<file path="src/rtl/sev_seg_scan_ctrl_pkg.sv">
// Shared constants and helpers for the seven-segment scan controller.
// Glyphs are active-high in abcdefg order, so bit 0 (leftmost) is segment a.
package sev_seg_scan_ctrl_pkg;

    localparam logic [0:6] SEG_BLANK = 7'b1111111;

    localparam logic [0:6] GLYPH_0 = 7'b1111110;
    localparam logic [0:6] GLYPH_1 = 7'b0110000;
    localparam logic [0:6] GLYPH_2 = 7'b1101101;
    localparam logic [0:6] GLYPH_3 = 7'b1111001;
    localparam logic [0:6] GLYPH_4 = 7'b0110011;
    localparam logic [0:6] GLYPH_5 = 7'b1011011;
    localparam logic [0:6] GLYPH_6 = 7'b1011111;
    localparam logic [0:6] GLYPH_7 = 7'b1110000;
    localparam logic [0:6] GLYPH_8 = 7'b1111111;
    localparam logic [0:6] GLYPH_9 = 7'b1110011;
    localparam logic [0:6] GLYPH_A = 7'b1110111;
    localparam logic [0:6] GLYPH_B = 7'b0011111;
    localparam logic [0:6] GLYPH_C = 7'b1001110;
    localparam logic [0:6] GLYPH_D = 7'b0111101;
    localparam logic [0:6] GLYPH_E = 7'b1001111;
    localparam logic [0:6] GLYPH_F = 7'b1000111;

    // Index/counter width that never collapses to zero bits.
    function automatic int unsigned idx_width(input int unsigned n);
        return (n <= 32'd1) ? 32'd1 : $clog2(n);
    endfunction

endpackage

</file>
<file path="src/rtl/sev_seg_scan_ctrl_if.sv">
// Display-side bundle: load/config inputs towards the controller, pin-level outputs back.
interface sev_seg_scan_ctrl_if #(
    parameter int NUM_DIGITS = 4
);
    logic                      load;
    logic [4*NUM_DIGITS-1:0]   value;
    logic [NUM_DIGITS-1:0]     dp_in;
    logic [NUM_DIGITS-1:0]     blink_en;
    logic                      lz_suppress;
    logic                      enable;
    logic [0:6]                seg_n;
    logic                      dp_n;
    logic [NUM_DIGITS-1:0]     an_n;
    logic                      frame_done;

    modport master (
        output load, value, dp_in, blink_en, lz_suppress, enable,
        input  seg_n, dp_n, an_n, frame_done
    );

    modport slave (
        input  load, value, dp_in, blink_en, lz_suppress, enable,
        output seg_n, dp_n, an_n, frame_done
    );
endinterface

</file>
<file path="src/rtl/sev_seg_scan_ctrl_hex_glyph_decode.sv">
// Combinational hex nibble to active-low segment pattern (bit 0 = segment a).
module hex_glyph_decode
    import sev_seg_scan_ctrl_pkg::*;
(
    input  logic [3:0] nibble_i,
    output logic [0:6] seg_n_o
);

    logic [0:6] glyph_s;

    always_comb begin
        glyph_s = 7'b0000000;
        case (nibble_i)
            4'h0:    glyph_s = GLYPH_0;
            4'h1:    glyph_s = GLYPH_1;
            4'h2:    glyph_s = GLYPH_2;
            4'h3:    glyph_s = GLYPH_3;
            4'h4:    glyph_s = GLYPH_4;
            4'h5:    glyph_s = GLYPH_5;
            4'h6:    glyph_s = GLYPH_6;
            4'h7:    glyph_s = GLYPH_7;
            4'h8:    glyph_s = GLYPH_8;
            4'h9:    glyph_s = GLYPH_9;
            4'hA:    glyph_s = GLYPH_A;
            4'hB:    glyph_s = GLYPH_B;
            4'hC:    glyph_s = GLYPH_C;
            4'hD:    glyph_s = GLYPH_D;
            4'hE:    glyph_s = GLYPH_E;
            4'hF:    glyph_s = GLYPH_F;
            default: glyph_s = 7'b0000000;
        endcase
        seg_n_o = ~glyph_s;
    end

endmodule

</file>
<file path="src/rtl/sev_seg_scan_ctrl.sv">
// Time-multiplexed N-digit common-anode seven-segment driver with frame-aligned
// value loading, leading-zero blanking, per-digit blink and decimal points.
module sev_seg_scan_ctrl
    import sev_seg_scan_ctrl_pkg::*;
#(
    parameter int NUM_DIGITS  = 4,
    parameter int REFRESH_DIV = 50000,
    parameter int BLINK_DIV   = 25000000
) (
    input  logic               clk,
    input  logic               reset,
    sev_seg_scan_ctrl_if.slave bus
);

    localparam int DW = idx_width(NUM_DIGITS);
    localparam int RW = idx_width(REFRESH_DIV);
    localparam int BW = idx_width(BLINK_DIV);

    localparam logic [DW-1:0] DIGIT_LAST   = DW'(NUM_DIGITS - 1);
    localparam logic [RW-1:0] REFRESH_LAST = RW'(REFRESH_DIV - 1);
    localparam logic [BW-1:0] BLINK_LAST   = BW'(BLINK_DIV - 1);

    logic [NUM_DIGITS-1:0][3:0] value_s;
    logic [NUM_DIGITS-1:0][3:0] shadow_value_q, shadow_value_d;
    logic [NUM_DIGITS-1:0][3:0] active_value_q, active_value_d;
    logic [NUM_DIGITS-1:0]      shadow_dp_q, shadow_dp_d, active_dp_q, active_dp_d;
    logic [NUM_DIGITS-1:0]      shadow_blink_q, shadow_blink_d, active_blink_q, active_blink_d;
    logic                       pending_q, pending_d;
    logic [RW-1:0]              refresh_cnt_q, refresh_cnt_d;
    logic [DW-1:0]              digit_q, digit_d;
    logic [BW-1:0]              blink_cnt_q, blink_cnt_d;
    logic                       blink_phase_q, blink_phase_d;
    logic [0:6]                 seg_n_q, seg_n_d;
    logic                       dp_n_q, dp_n_d;
    logic [NUM_DIGITS-1:0]      an_n_q, an_n_d;
    logic                       frame_done_q, frame_done_d;

    logic                       wrap_s;
    logic                       commit_s;
    logic [0:6]                 glyph_n_s;
    logic [NUM_DIGITS-1:0]      zero_above_s;
    logic                       blink_blank_s;
    logic                       lz_blank_s;

    assign value_s  = bus.value;
    assign wrap_s   = bus.enable && (refresh_cnt_q == REFRESH_LAST) && (digit_q == DIGIT_LAST);
    // While blanked there is no visible frame to tear, so commit straight away.
    assign commit_s = wrap_s || !bus.enable;

    // Shadow capture and commit; using the _d shadow lets a load on the commit edge land directly.
    always_comb begin
        shadow_value_d = shadow_value_q;
        shadow_dp_d    = shadow_dp_q;
        shadow_blink_d = shadow_blink_q;
        active_value_d = active_value_q;
        active_dp_d    = active_dp_q;
        active_blink_d = active_blink_q;
        pending_d      = pending_q;
        if (bus.load) begin
            shadow_value_d = value_s;
            shadow_dp_d    = bus.dp_in;
            shadow_blink_d = bus.blink_en;
        end else begin
            shadow_value_d = shadow_value_q;
        end
        if (commit_s) begin
            pending_d = 1'b0;
            if (pending_q || bus.load) begin
                active_value_d = shadow_value_d;
                active_dp_d    = shadow_dp_d;
                active_blink_d = shadow_blink_d;
            end else begin
                active_value_d = active_value_q;
            end
        end else begin
            pending_d = pending_q || bus.load;
        end
    end

    // Scan position and free-running blink timebase.
    always_comb begin
        refresh_cnt_d = refresh_cnt_q;
        digit_d       = digit_q;
        blink_cnt_d   = blink_cnt_q + BW'(1);
        blink_phase_d = blink_phase_q;
        if (bus.enable) begin
            if (refresh_cnt_q == REFRESH_LAST) begin
                refresh_cnt_d = {RW{1'b0}};
                digit_d       = (digit_q == DIGIT_LAST) ? {DW{1'b0}} : digit_q + DW'(1);
            end else begin
                refresh_cnt_d = refresh_cnt_q + RW'(1);
            end
        end else begin
            refresh_cnt_d = refresh_cnt_q;
        end
        if (blink_cnt_q == BLINK_LAST) begin
            blink_cnt_d   = {BW{1'b0}};
            blink_phase_d = !blink_phase_q;
        end else begin
            blink_phase_d = blink_phase_q;
        end
    end

    hex_glyph_decode u_decode (
        .nibble_i (active_value_q[digit_q]),
        .seg_n_o  (glyph_n_s)
    );

    // zero_above_s[i] is set when nibbles i..NUM_DIGITS-1 are all zero.
    always_comb begin
        logic lz_acc;
        lz_acc       = 1'b1;
        zero_above_s = {NUM_DIGITS{1'b0}};
        for (int i = NUM_DIGITS - 1; i >= 0; i--) begin
            lz_acc          = lz_acc && (active_value_q[i] == 4'h0);
            zero_above_s[i] = lz_acc;
        end
    end

    assign blink_blank_s = blink_phase_q && active_blink_q[digit_q];
    assign lz_blank_s    = bus.lz_suppress && (digit_q != {DW{1'b0}}) && zero_above_s[digit_q];

    // Output pattern for the current slot; a blanked digit keeps its anode driven.
    always_comb begin
        seg_n_d      = SEG_BLANK;
        dp_n_d       = 1'b1;
        an_n_d       = {NUM_DIGITS{1'b1}};
        frame_done_d = wrap_s;
        if (bus.enable) begin
            an_n_d  = ~({{(NUM_DIGITS-1){1'b0}}, 1'b1} << digit_q);
            seg_n_d = (blink_blank_s || lz_blank_s) ? SEG_BLANK : glyph_n_s;
            dp_n_d  = blink_blank_s ? 1'b1 : !active_dp_q[digit_q];
        end else begin
            an_n_d  = {NUM_DIGITS{1'b1}};
        end
    end

    // State and output registers with synchronous reset.
    always_ff @(posedge clk) begin
        if (reset) begin
            shadow_value_q <= '0;
            shadow_dp_q    <= {NUM_DIGITS{1'b0}};
            shadow_blink_q <= {NUM_DIGITS{1'b0}};
            active_value_q <= '0;
            active_dp_q    <= {NUM_DIGITS{1'b0}};
            active_blink_q <= {NUM_DIGITS{1'b0}};
            pending_q      <= 1'b0;
            refresh_cnt_q  <= {RW{1'b0}};
            digit_q        <= {DW{1'b0}};
            blink_cnt_q    <= {BW{1'b0}};
            blink_phase_q  <= 1'b0;
            seg_n_q        <= SEG_BLANK;
            dp_n_q         <= 1'b1;
            an_n_q         <= {NUM_DIGITS{1'b1}};
            frame_done_q   <= 1'b0;
        end else begin
            shadow_value_q <= shadow_value_d;
            shadow_dp_q    <= shadow_dp_d;
            shadow_blink_q <= shadow_blink_d;
            active_value_q <= active_value_d;
            active_dp_q    <= active_dp_d;
            active_blink_q <= active_blink_d;
            pending_q      <= pending_d;
            refresh_cnt_q  <= refresh_cnt_d;
            digit_q        <= digit_d;
            blink_cnt_q    <= blink_cnt_d;
            blink_phase_q  <= blink_phase_d;
            seg_n_q        <= seg_n_d;
            dp_n_q         <= dp_n_d;
            an_n_q         <= an_n_d;
            frame_done_q   <= frame_done_d;
        end
    end

    assign bus.seg_n      = seg_n_q;
    assign bus.dp_n       = dp_n_q;
    assign bus.an_n       = an_n_q;
    assign bus.frame_done = frame_done_q;

endmodule

</file>
<file path="src/flat_wrapper.sv">
// flat-port wrapper written by rule: the top's interface ports become plain ports
module sev_seg_scan_ctrl_flat import sev_seg_scan_ctrl_pkg::*;
#(
    parameter int NUM_DIGITS  = 4,
    parameter int REFRESH_DIV = 50000,
    parameter int BLINK_DIV   = 25000000
)
  (clk, reset, bus_load, bus_value, bus_dp_in, bus_blink_en, bus_lz_suppress, bus_enable, bus_seg_n, bus_dp_n, bus_an_n, bus_frame_done);
  sev_seg_scan_ctrl_if #(.NUM_DIGITS(NUM_DIGITS)) bus_i ();
  input  logic clk;
  input  logic reset;
  input wire logic [$bits(bus_i.load)-1:0] bus_load;
  input wire logic [$bits(bus_i.value)-1:0] bus_value;
  input wire logic [$bits(bus_i.dp_in)-1:0] bus_dp_in;
  input wire logic [$bits(bus_i.blink_en)-1:0] bus_blink_en;
  input wire logic [$bits(bus_i.lz_suppress)-1:0] bus_lz_suppress;
  input wire logic [$bits(bus_i.enable)-1:0] bus_enable;
  output wire logic [$bits(bus_i.seg_n)-1:0] bus_seg_n;
  output wire logic [$bits(bus_i.dp_n)-1:0] bus_dp_n;
  output wire logic [$bits(bus_i.an_n)-1:0] bus_an_n;
  output wire logic [$bits(bus_i.frame_done)-1:0] bus_frame_done;
  assign bus_i.load = bus_load;
  assign bus_i.value = bus_value;
  assign bus_i.dp_in = bus_dp_in;
  assign bus_i.blink_en = bus_blink_en;
  assign bus_i.lz_suppress = bus_lz_suppress;
  assign bus_i.enable = bus_enable;
  assign bus_seg_n = bus_i.seg_n;
  assign bus_dp_n = bus_i.dp_n;
  assign bus_an_n = bus_i.an_n;
  assign bus_frame_done = bus_i.frame_done;
  sev_seg_scan_ctrl #(.NUM_DIGITS(NUM_DIGITS), .REFRESH_DIV(REFRESH_DIV), .BLINK_DIV(BLINK_DIV)) u_core (.clk(clk), .reset(reset), .bus(bus_i));
endmodule
</file>
<file path="config.mk">
export PLATFORM = sky130hd
export DESIGN_NAME = sev_seg_scan_ctrl_flat
export DESIGN_NICKNAME = d
export VERILOG_FILES = /design/src/rtl/sev_seg_scan_ctrl_pkg.sv /design/src/rtl/sev_seg_scan_ctrl_if.sv /design/src/rtl/sev_seg_scan_ctrl_hex_glyph_decode.sv /design/src/rtl/sev_seg_scan_ctrl.sv /design/src/flat_wrapper.sv
export SDC_FILE = /design/constraint.sdc
export NUM_CORES = 1
export LEC_CHECK = 0
export CAP_MARGIN = 10
export CORE_MARGIN = 1.5
export CORE_UTILIZATION = 57
export CTS_CLUSTER_DIAMETER = 60
export DETAILED_ROUTE_END_ITERATION = 7
export PLACE_DENSITY = 0.79
export SYNTH_ARGS = -nofsm -noshare
export SYNTH_HDL_FRONTEND = slang
export SYNTH_SLANG_ARGS = --single-unit
</file>
<file path="constraint.sdc">
create_clock -name clk -period 2.85 [get_ports clk]
set_clock_uncertainty 0.05 [all_clocks]
set_input_delay 0.57 -clock clk [delete_from_list [all_inputs] [get_ports clk]]
set_output_delay 0.57 -clock clk [all_outputs]
set_load 0.02 [all_outputs]
</file>
## After elaboration in Yosys (flattened, before gate mapping)

Memory sizes are Yosys's and may differ from the RTL's.
Cells that the tools add are included.

| cells by class | value |
|---|---|
| $add $sub $neg | 3 |
| $lt $le $gt $ge | 1 |
| eq/ne operators | 3 |
| shifts and indexed selects | 1 |
| mux-type cells | 13 |
| bitwise operators | 3 |
| reductions and logical operators | 26 |

Operators by type and width:

| operator | number |
|---|---|
| $mux 16 | 2 |
| $add 25x1->25 const B | 1 |
| $eq 25x25->1 const B | 1 |
| $add 16x1->16 const B | 1 |
| $eq 16x16->1 const B | 1 |
| $logic_not 4->1 | 4 |
| $mux 4 | 3 |
| $bmux 4 s2 | 1 |
| $logic_and 1x1->1 | 8 |
| $not 7->7 | 1 |
| $bmux 1 s2 | 3 |
| $reduce_or 2->1 | 3 |
| $reduce_or 3->1 | 2 |
| $not 4->4 | 1 |
| $reduce_and 2->1 | 2 |
| $shl 1x2->4 const A | 1 |
| $logic_not 1->1 | 3 |
| $logic_or 1x1->1 | 3 |
| $lt 2x3->1 const B | 1 |
| $mux 1 | 3 |
| $add 2x1->2 const B | 1 |
| $eq 2x2->1 const B | 1 |
| $mux 2 | 1 |
| $reduce_bool 2->1 | 1 |
| $not 1->1 | 1 |

| word-level totals | value |
|---|---|
| register bits after elaboration | 106 |
| memory bits (read-only) | 112 |
| output and inout bits | 13 |
| logic and storage cells | 72 |
| memories kept | 1 |

Memories:

| name | depth | bits a word | read ports | clocked after Yosys merged registers in | wr ports | RTL line | source |
|---|---|---|---|---|---|---|---|
| (no name shown) | 16 | 7 | 1 | 0 | 0 | sev_seg_scan_ctrl_hex_glyph_decode.sv:13 | `case (nibble_i)` |

## Depth between registers and ports, before layout

Gate-level depths: netlist (run 1).

| logic depth | value |
|---|---|
| word-level depth | 9 |
| gate-level depth with buffers | 8 |
| gate-level depth less buffers | 6 |

## By module

From an unflattened synthesis (run 1), not the netlist that was laid out.

| second synthesis, totals | value |
|---|---|
| cell total of the unflattened synthesis | 571 |
| area, all modules | 5168.7 um2 |

By module, submodules not included:

| module | instances | cells each | area an instance (um2) | seq. area each (um2) |
|---|---|---|---|---|
| sev_seg_scan_ctrl | 1 | 536 | 4923.5 | 2122.0 |
| hex_glyph_decode | 1 | 35 | 245.2 | 0.0 |

## Worst setup path after synthesis (run 1)

Ideal clock, no wire load.

| timing | value |
|---|---|
| path kind | register to register |
| from | register u_core.digit_q[0] |
| to | register u_core.seg_n_q, in the netlist u_core.bus.seg_n[3] |
| arrival time | 2.240 ns |
| data required time | 2.678 ns |
| setup slack | 0.438 ns |
| stages on the path, launching flop included | 8 |
| path buffers | 1 |
| clock period less this slack | 2.412 ns |
| cells stage by stage | dfxtp_1 clkbuf_1 mux4_2 inv_1 ha_1 mux2_2 o221ai_1 nand2_1 |

| on the way | value |
|---|---|
| cells in the longest elaborated chain, start to end | 5 |

RTL lines:

| what | RTL line | source |
|---|---|---|
| start, declared | sev_seg_scan_ctrl.sv:30 | `logic [DW-1:0] digit_q, digit_d;` |
| start signal, assigned | sev_seg_scan_ctrl.sv:149 | `digit_q <= {DW{1'b0}};` |
| start signal, assigned | sev_seg_scan_ctrl.sv:165 | `digit_q <= digit_d;` |
| branches (longest 5 deep; another with $mem_v2 16x7) | - |  |
| end signal, assigned | sev_seg_scan_ctrl.sv:168 | `seg_n_q <= seg_n_d;` |
| end, declared | sev_seg_scan_ctrl.sv:33 | `logic [0:6] seg_n_q, seg_n_d;` |

Parallel ways; which one is timed is not known. The select of a mux whose other input is x is not followed.
A chain may end at the register's enable or synchronous reset.

## Worst setup path after layout (run 1)

| timing | value |
|---|---|
| from | register u_core.refresh_cnt_q[3] |
| to | register u_core.active_value_q[6] in the netlist's numbering |

| on the way | value |
|---|---|
| cells in the longest elaborated chain, start to end | 5 |

RTL lines:

| what | RTL line | source |
|---|---|---|
| start, declared | sev_seg_scan_ctrl.sv:29 | `logic [RW-1:0] refresh_cnt_q, refresh_cnt_d;` |
| start signal, assigned | sev_seg_scan_ctrl.sv:148 | `refresh_cnt_q <= {RW{1'b0}};` |
| start signal, assigned | sev_seg_scan_ctrl.sv:164 | `refresh_cnt_q <= refresh_cnt_d;` |
| $eq 16x16->1 | sev_seg_scan_ctrl.sv:46 | `assign wrap_s = bus.enable && (refresh_cnt_q == REFRESH_LAST) && (digit_q == DIGIT_LAST);` |
| $logic_and 1x1->1 (2 in series) | sev_seg_scan_ctrl.sv:46 |  |
| $logic_or 1x1->1 | sev_seg_scan_ctrl.sv:48 | `assign commit_s = wrap_s \|\| !bus.enable;` |
| $reduce_and 2->1 (no line) | - |  |
| end signal, assigned | sev_seg_scan_ctrl.sv:160 | `active_value_q <= active_value_d;` |
| end, declared | sev_seg_scan_ctrl.sv:25 | `logic [NUM_DIGITS-1:0][3:0] active_value_q, active_value_d;` |

Every way passes these cells.

==> results by group, run 1 <==
GRT
  – Total gr overflow: 0
  – Met1 Use GR: 27.5%
  – Most Used Layer, Global Route: met2
  – First-pass GRT wire length: 14.7 mm
  – Met2 Use GR: a little over a third
  – Initial antenna violation count: 0
  – Tot GR Track Use: between 20% and 30%
  – Pin count of the biggest net entering global routing: 43
  – Met3 Track Usage GR: approximately 5.8%
  – Vias in the first global route: ~3200

Timing
  – Setup_tns: 0 ps
  – Worst-Margin Slew: 935 ps
  – RSZ-0062 raised after global routing: false
  – Minimum clock period: 2470 ps
  – Slew headroom: a little under two fifths
  – Final Setup Violations: 0
  – Worst setup margin: about 380 ps
  – Fin crit share: between 80% and 90%
  – Hold Fails Final Rpt: 0
  – Achievable Freq: 405 MHz
  – Final Slew Violations: 0

Floorplan
  – Die height: slightly above 90 um
  – Cell Rows: 32
  – Die width: between 90 and 100 um
  – Top-level I/O count: 42
  – Core area: slightly below 8000 um^2
  – Initial core utilization: between 50% and 60%
  – Total die area: between 8000 and 9000 um^2

Logic synthesis
  – EDFF count, synth: 0
  – Post-synthesis cell area: ~4600 um^2
  – Area share of the largest cell type after synthesis: 45.7%
  – Count of different cell masters after synthesis: 48
  – Asr flop ratio synth: 0%
  – Syn nets: 501
  – #FFs+latches synth: 106
  – Top cells by count, synth: dfxtp_1 (106), nor2_1 (76), nand2_1 (28)
  – Synth area leader: dfxtp_1
  – Avg Inst Size Synth: 10.1 um^2
  – Most frequent cell after synthesis: dfxtp_1
  – Seq/Total Area, Yosys: a little under half
  – Cell count after synthesis: between 400 and 500
  – Main synth FF type: dfxtp_1
  – Yosys warns: 0
  – Dominant cells by area after synthesis: dfxtp_1 (46%), mux2_4 (6.5%), nor2_1 (6.1%)

Critical path
  – Worst Path Arrival: between 2000 and 3000 ps
  – Worst path cell trace: or4b_4 > nor4_4 > nand4_2 > o2bb2ai_4 > mux2_4
  – Critical-path top delay cell: or4b_4
  – Delay of the slowest critical-path stage: 510 ps
  – R2R depth: 5
  – RR Startpoint: u_core.refresh_cnt_q[3]
  – Worst Setup SP: u_core.refresh_cnt_q[3]
  – R2R setup slack: 380 ps
  – CP Capture Type: register
  – Critical path required time: around 3100 ps
  – CP startpoint kind: register
  – Critical path class: reg -> reg
  – RR Endpoint: u_core.active_value_q[6]
  – Worst-path maximum fanout: 24

Power
  – Pleak: approximately 0.0021 uW
  – Pwr dens: between 500 and 600 nW/um^2
  – Max VDD drop: 0.365 mV

Detailed routing
  – Residual DRC: 0
  – ANT nets after route: 0
  – Vias: between 3000 and 4000
  – DRT Pass-1 Iters: 4
  – Routed length per instance: roughly 14 um
  – DRT iter0 DRCs: 123
  – Vias per cell: around 5.4
  – DRT Wirelength: around 8.5 mm

Layout
  – Share of cells above drive strength 1: between 10% and 20%
  – Final #Nets: approximately 540
  – ANT cells: 0
  – Layout area overhead: 14.6%

Clocking
  – Setup Fix Bufs, Post-CTS: 0
  – Clock buffer depth: 2
  – H-tree depth: 3
  – Hold_buf cts: 0
  – Clk_lat worst skew: 380 ps
  – CTS tree: yes
  – Clock-pin slew on the worst setup and hold paths: about 100 ps
  – Post-cts sizing count: 0
  – Clock root cell: clkbuf_8
  – Num CTS Buffers: 9
  – CTS Sinks: approximately 110

Place
  – DP HPWL: 6.07 mm
  – Gpl congestion: between 0.8 and 0.9
  – Pre-CTS WS: 380 ps
  – IO Port Bufs: 41

Hold path
  – Hold path cells: 1
  – Hold Crit Start: u_core.blink_cnt_q[0]
  – Hold EP: u_core.blink_cnt_q[0]
  – Worst Hold Class: reg -> reg

Run status
  – Outcome: complete, no violations

Run
  – Max-cap violations: 0
==> final cells by class <==
type | count | area (um^2)
Timing Repair Buffer | 46 | 443
Multi-Input combinational cell | 325 | 2410
Sequential cell | 106 | 2120
Clock inverter | 7 | 71.3
Inverter | 7 | 26.3
Clock buffer | 9 | 124
Tap cell | 102 | 128
Fill cell | 612 | 2480
==> critical path, delay by kind of cell, from the launching register on <==
family / cells / cell delay [ps]
AOI/OAI and AO/OA: 1 / 390
DFF: 1 / 450
and+or+nand+nor: 3 / 1070
muxes: 1 / 400
==> where the power goes <==
part	switching, uW	total [uW]	internal [uW]
logic	117	251	134
clock network	552	894	342
registers	26.6	1560	1530
total	696	2700	2010
==> cell families after synthesis <==
family          after synthesis  share of synthesized area [%]
buf+inv                      29                           2.72
flops                       106                           45.7
simple gates                193                           21.0
fa+ha+maj                    12                           3.23
mux                          59                           16.6
compound gates               24                           3.77
xor+xnor                     37                           6.97
==> through the flow <==
stage	instance area [um^2]	power, uW	util [%]	std cells	hold WS [ps]
after CTS	5330	2730	68.2	602	416
after global placement	5130	1830	65.7	586	378
after detailed placement	5130	1840	65.7	586	393
final	5330	2700	68.2	602	409
after floorplan	4650	1760	-	460	368
after global routing	5330	2810	68.2	602	420
==> cells in the final DEF (no fill, tap or decap), types with 2 or more instances in the layout <==
master,synthesis,layout
clkinv_4,0,3
nand4_1,10,10
buf_4,0,5
clkdlybuf4s50_1,0,40
nor2_1,76,76
o221ai_1,2,2
nor3_1,5,5
nand3b_1,2,2
mux2i_1,27,27
dfxtp_1,106,106
mux4_2,6,6
o211ai_1,4,4
and3_1,7,7
nor2b_1,26,26
a21oi_1,8,8
xnor2_1,15,15
mux2_2,6,6
mux2_4,20,20
clkbuf_8,0,9
inv_1,7,7
nand2b_1,4,4
and2_1,3,3
nand3_1,14,14
nor4_1,6,6
inv_6,0,2
nand2_1,28,28
ha_1,12,12
xor2_1,22,22
and4_1,2,2
==> routing by layer <==
metal / vias to the layer above / part of all wire, %
met5: - / 0
met4: 0 / 0.74
met3: 5 / 4.3
met2: 67 / 48
met1: 1552 / 47
li1: 1637 / -
==> state kept, by name, indices dropped and copies added (netlist names) <==
register	cells
u_core.digit_q	2
u_core.bus.frame_done	1
u_core.shadow_blink_q	4
u_core.active_value_q	16
u_core.active_blink_q	4
u_core.refresh_cnt_q	16
u_core.active_dp_q	4
u_core.shadow_value_q	16
u_core.bus.an_n	4
u_core.pending_q	1
u_core.bus.seg_n	7
u_core.blink_cnt_q	25
u_core.blink_phase_q	1
u_core.shadow_dp_q	4
u_core.bus.dp_n	1
==> worst max-delay path by stage <==
stage / endpoint / slack [ps] / depth (start not counted)
after floorplan: u_core.bus.seg_n[3] / 440 / 7
final: u_core.active_value_q[6] / 380 / 5
after global routing: u_core.active_value_q[12] / 240 / 5
after detailed placement: u_core.refresh_cnt_q[11] / 380 / 6
after CTS: u_core.active_value_q[12] / 390 / 5
after global placement: u_core.refresh_cnt_q[11] / 460 / 6
Note: power is estimated with default switching activity, not from simulation.
==> run 2: changes to the inputs <==
PLACE_DENSITY = default   (was 0.79)
PLACE_DENSITY_LB_ADDON = 0.25   (was default)
==> run 2 against run 1 <==
Net effect: sequential cell count unchanged; utilization up 0.37 points; global-route usage down 0.59 points; sequential share of layout area down 0.21 points; die area unchanged; register-to-register slack better by 30 ps; via count down 0.46%; total power up 2.6%; critical endpoint is now u_core.active_dp_q[0].
==> results by group, run 2 (same netlist as run 1, synthesis figures left out) <==
Power
  – Pwr dens: 518 nW/um^2 (+2.0%)
  – Combinational Power Share: 9.1% (-0.2 points)
  – Sw Pwr: 681 uW (-2.1%)
  – Total power: 2770 uW (+2.6%)
  – Sw frac: 24.6% (-1.2 points)
  – Cell Int Power: 2090 uW (+4.2%)
  – Pleak: 0.00211 uW (+0.55%)
  – Max VDD drop: 0.305 mV (-16%)
  – Clk pwr share: 34.7% (+1.6 points)
  – Sequential Power Share: 56.2% (-1.4 points)

Critical path
  – Delay of the slowest critical-path stage: 560 ps (+50 ps)
  – Critical path required time: 3060 ps (about the same)
  – Crit. path cell count: 5 (unchanged)
  – CP Capture Type: register
  – R2R depth: 5 (unchanged)
  – Top Family by Delay on Critical Path: simple AND/OR/NAND/NOR gates
  – RR Endpoint: u_core.active_dp_q[0]
  – Worst path cell trace: or4b_4 > nor4_4 > nand4_2 > o2bb2ai_4 > mux2_4
  – Critical path class: reg -> reg
  – CP startpoint kind: register
  – R2R setup slack: 410 ps (+30 ps)
  – Bufs and invs on worst path: 0 (unchanged)
  – RR Startpoint: u_core.refresh_cnt_q[10]
  – Worst-path maximum fanout: 24 (unchanged)
  – Critical-path top delay cell: or4b_4
  – Worst Path Arrival: 2650 ps (-40 ps)

Layout
  – Max FFs per register: 25 (unchanged)
  – ANT cells: 0 (unchanged)
  – Most frequent cells in the layout: dfxtp_1 (106), nor2_1 (76), clkdlybuf4s50_1 (40)
  – Layout area overhead: 15.2%
  – Share of cells above drive strength 1: 12.4% (+0.35 points)
  – Final #Nets: 538 (+0.37%)
  – Most common cell after layout, fill and taps aside: dfxtp_1
  – Top reg by flops: u_core.blink_cnt_q

Timing
  – Achievable Freq: 410 MHz (+1.3%)
  – Fin crit share: 85.5% (-1.1 points)
  – Setup_tns: 0 ps (unchanged)
  – Worst-Margin Slew: 960 ps (+24.9 ps)
  – RSZ-0062 raised after global routing: false
  – Final Setup Violations: 0 (unchanged)
  – Slew headroom: 35.9% (-1.7 points)
  – Minimum clock period: 2440 ps (-30.7 ps)
  – Final Slew Violations: 0 (unchanged)
  – Hold Fails Final Rpt: 0 (unchanged)

GRT
  – Vias in the first global route: 3184 (+0.25%)
  – Pin count of the biggest net entering global routing: 26 (-40%)
  – Tot GR Track Use: 20.9% (-0.59 points)
  – Total gr overflow: 0 (unchanged)
  – First-pass GRT wire length: 14.6 mm (-0.94%)
  – Initial antenna violation count: 0 (unchanged)

Hold path
  – Hold Crit Start: u_core.blink_cnt_q[0]
  – Hold path cells: 1 (unchanged)
  – Hold EP: u_core.blink_cnt_q[0]
  – Worst Hold Class: reg -> reg

Clocking
  – Num CTS Buffers: 9 (unchanged)
  – CTS Sinks: 106 (unchanged)
  – Clk_lat worst skew: 360 ps (-20 ps)
  – Clock-pin slew on the worst setup and hold paths: 100 ps (about the same)
  – Setup Fix Bufs, Post-CTS: 0 (unchanged)
  – Clock buffer depth: 2 (unchanged)
  – Hold_buf cts: 0 (unchanged)
  – CTS tree: yes
  – Post-cts sizing count: 0 (unchanged)
  – Clock root cell: clkbuf_8
  – H-tree depth: 3 (unchanged)

Floorplan
  – Die width: 93.3 um (unchanged)
  – Initial core utilization: 59.5% (unchanged)
  – Total die area: 8710 um^2 (unchanged)
  – Core area: 7810 um^2 (unchanged)
  – Die height: 93.3 um (unchanged)
  – Cell Rows: 32 (unchanged)
  – Top-level I/O count: 42 (unchanged)

Detailed routing
  – Vias per cell: 5.37 (-0.79%)
  – DRT Wirelength: 8.35 mm (-2.3%)
  – Routed length per instance: 13.8 um (-2.6%)
  – Residual DRC: 0 (unchanged)
  – DRT iter0 DRCs: 129 (+4.9%)
  – ANT nets after route: 0 (unchanged)
  – Vias: 3246 (-0.46%)
  – DRT Pass-1 Iters: 4 (unchanged)

Place
  – Gpl congestion: 0.820 (-1.2%)
  – IO Port Bufs: 41 (unchanged)
  – DP HPWL: 5.95 mm (-2.0%)

Run status
  – Outcome: complete, no violations

Run
  – Max-cap violations: 0 (unchanged)
## run 2: power by group through the flow
stage	Combinational [uW]	Sequential (uW)	Clock (uW)
floorplan	163	1590	0
global placement	245	1590	0
detailed placement	253	1590	0
CTS	254	1560	990
global route	278	1560	1040
finish	253	1560	963
## run 2: routing by layer
metal  GRT usage (%)  up-vias  routed length [um]  part of all wire, %
met2            34.1       52                3920                   47
met4            5.56        0                  88                  1.1
met1            28.2     1539                4100                   49
met3            4.15        8                 236                  2.8
met5               0        -                   0                    0
li1                -     1647                   -                    -
## run 2: area by class of cell
| cell class | instances | area (um^2) |
|---|---|---|
| inverter | 7 | 26.3 |
| clock inverter | 7 | 85.1 |
| timing repair buffer | 48 | 458 |
| fill | 636 | 2450 |
| multi-input combinational | 325 | 2410 |
| sequential | 106 | 2120 |
| tap | 102 | 128 |
| clock buffer | 9 | 124 |
## run 2: per-stage QoR
| step | setup slack [ps] | utilization (%) | hold slack, ps | std cells | instance area [um^2] |
|---|---|---|---|---|---|
| finish | 412 | 68.6 | 409 | 604 | 5360 |
| global route | 293 | 68.6 | 438 | 604 | 5360 |
| CTS | 404 | 68.6 | 414 | 604 | 5360 |
| detailed placement | 419 | 65.9 | 399 | 588 | 5150 |
| global placement | 464 | 65.9 | 378 | 588 | 5150 |
| floorplan | 438 | - | 368 | 460 | 4650 |
## run 2: worst max-delay path by stage
| stage | from | to | slack [ps] |
|---|---|---|---|
| after floorplan | u_core.digit_q[0] | u_core.bus.seg_n[3] | 440 |
| after global placement | u_core.refresh_cnt_q[3] | u_core.active_value_q[5] | 460 |
| after detailed placement | u_core.refresh_cnt_q[3] | u_core.active_value_q[12] | 420 |
| after CTS | u_core.refresh_cnt_q[3] | u_core.active_value_q[14] | 400 |
| after global routing | u_core.refresh_cnt_q[3] | u_core.active_value_q[8] | 290 |
| final | u_core.refresh_cnt_q[10] | u_core.active_dp_q[0] | 410 |
==> run 3: changes to the inputs <==
CORE_ASPECT_RATIO = 2   (was default)
PLACE_DENSITY = 0.79   (was default)
PLACE_DENSITY_LB_ADDON = default   (was 0.25)
==> run 3 against run 2 <==
Net effect: wire length is 15% higher; final area increased by 1.7%; clock power up 30%; total power is 11% higher; sequential cell count is the same; sequential share of layout area fell by 0.66 points; die area rose by 0.38%; fmax rose by 0.47%; hold slack worse by 3.7 ps; largest cell class unchanged; largest power group unchanged.
==> results by group, run 3 (same netlist as run 1, synthesis figures left out) <==
Timing
  – Achievable Freq: 412 MHz (+0.47%)
  – Worst-Margin Slew: 852 ps (-107 ps)
  – Hold Fails Final Rpt: 0 (unchanged)
  – Final Setup Violations: 0 (unchanged)
  – Final Slew Violations: 0 (unchanged)
  – RSZ-0062 raised after global routing: false
  – Slew headroom: 42.7% (+6.7 points)
  – Minimum clock period: 2430 ps (-11.4 ps)
  – Hold_ws: 406 ps (-3.72 ps)
  – Fin crit share: 85.1% (-0.40 points)
  – Setup_tns: 0 ps (unchanged)

Place
  – Gpl congestion: 0.775 (-5.6%)
  – IO Port Bufs: 41 (unchanged)
  – Cell Area, Placed: 5140 um^2 (about the same)
  – DP HPWL: 6.96 mm (+17%)

Layout
  – Layout area overhead: 17.1%
  – Most common cell after layout, fill and taps aside: dfxtp_1
  – Share of cells above drive strength 1: 12.7% (+0.35 points)
  – Final instance area: 5450 um^2 (+1.7%)
  – Most frequent cells in the layout: dfxtp_1 (106), nor2_1 (76), clkdlybuf4s50_1 (40)
  – Max FFs per register: 25 (unchanged)
  – ANT cells: 0 (unchanged)
  – Final #Nets: 540 (+0.37%)
  – Top reg by flops: u_core.blink_cnt_q

Floorplan
  – Total die area: 8740 um^2 (+0.38%)
  – Die height: 131 um (+40%)
  – Die width: 66.9 um (-28%)
  – Top-level I/O count: 42 (unchanged)
  – Cell Rows: 46 (+44%)
  – Core area: 7940 um^2 (+1.7%)
  – Initial core utilization: 58.5% (-1.0 points)

Power
  – Sequential Power Share: 50.8% (-5.4 points)
  – Combinational Power Share: 8.4% (-0.7 points)
  – Clk pwr share: 40.8% (+6.1 points)
  – Sw frac: 22.7% (-1.9 points)
  – Cell Int Power: 2370 uW (+13%)
  – Max VDD drop: 0.350 mV (+15%)
  – Pwr dens: 564 nW/um^2 (+8.9%)
  – Sw Pwr: 696 uW (+2.1%)
  – Pleak: 0.00216 uW (+2.6%)

GRT
  – Total gr overflow: 0 (unchanged)
  – Initial antenna violation count: 0 (unchanged)
  – Tot GR Track Use: 23.7% (+2.9 points)
  – Pin count of the biggest net entering global routing: 37 (+42%)
  – First-pass GRT wire length: 15.5 mm (+6.5%)
  – Vias in the first global route: 3416 (+7.3%)

Detailed routing
  – Vias per cell: 5.54 (+3.1%)
  – Routed length per instance: 16.0 um (+16%)
  – Vias: 3324 (+2.4%)
  – DRT Wirelength: 9.61 mm (+15%)
  – ANT nets after route: 0 (unchanged)
  – DRT iter0 DRCs: 207 (+60%)
  – Residual DRC: 0 (unchanged)
  – DRT Pass-1 Iters: 7 (+3)

Critical path
  – Critical path class: reg -> reg
  – CP startpoint kind: register
  – Critical path required time: 3040 ps (-20 ps)
  – Worst-path maximum fanout: 24 (unchanged)
  – R2R setup slack: 420 ps (about the same)
  – Worst Path Arrival: 2610 ps (-40 ps)
  – CP Capture Type: register

Clocking
  – Clock-pin slew on the worst setup and hold paths: 70 ps (-30 ps)
  – Clk_lat worst skew: 350 ps (about the same)
  – CTS tree: yes
  – Clock buffer depth: 2 (unchanged)
  – Num CTS Buffers: 9 (unchanged)
  – H-tree depth: 3 (unchanged)
  – Clock root cell: clkbuf_16
  – Hold_buf cts: 0 (unchanged)
  – Post-cts sizing count: 0 (unchanged)
  – Setup Fix Bufs, Post-CTS: 0 (unchanged)
  – CTS Sinks: 106 (unchanged)

Run status
  – Outcome: complete, no violations

Hold path
  – Worst Hold Class: reg -> reg

Run
  – Max-cap violations: 0 (unchanged)
==> run 3: worst paths after layout <==
check	from	endpoint	cells past startpoint
worst max register to register	u_core.refresh_cnt_q[3]	u_core.active_value_q[9]	6
worst min register to register	u_core.blink_cnt_q[0]	u_core.blink_cnt_q[0]	1
worst min-delay path	u_core.blink_cnt_q[0]	u_core.blink_cnt_q[0]	1
worst max-delay path	u_core.refresh_cnt_q[3]	u_core.active_value_q[9]	6
==> run 3: metal layers <==
layer,GRT usage (%),vias to the layer above,part of all wire (%)
met5,0,-,0
met4,11.2,0,2.9
met3,5.22,17,2.8
met2,46.1,75,58
met1,22.5,1588,36
li1,-,1644,-
==> run 3: power groups by stage <==
stage | combinational, uW | clock (uW) | sequential (uW)
after CTS | 259 | 1280 | 1560
final | 257 | 1250 | 1560
after floorplan | 163 | 0 | 1590
after global routing | 281 | 1340 | 1560
after detailed placement | 257 | 0 | 1590
after global placement | 249 | 0 | 1590
==> run 3: critical path, stage by stage, from the launching register on <==
cell       delay [ps]
dfxtp_1           460
or4b_4            510
nor4_4            340
nand4_2           170
o2bb2ai_2         150
buf_4             270
mux2_4            350
==> run 3: final cells by class <==
type / instances / area [um^2]
clock buffer: 10 / 239
clock inverter: 6 / 65.1
fill: 621 / 2500
inverter: 7 / 26.3
multi-input combinational: 325 / 2400
sequential: 106 / 2120
tap: 96 / 120
timing repair buffer: 50 / 473
==> run 3: per-stage QoR <==
step / power (uW) / utilization [%] / setup WS, ps / instances
4_1_cts: 3100 / 68.6 / 438 / 600
5_1_grt: 3180 / 68.6 / 344 / 600
3_5_place_dp: 1850 / 64.7 / 461 / 584
3_3_place_gp: 1840 / 64.7 / 470 / 584
6_report: 3070 / 68.6 / 424 / 600
2_1_floorplan: 1760 / - / 438 / 460
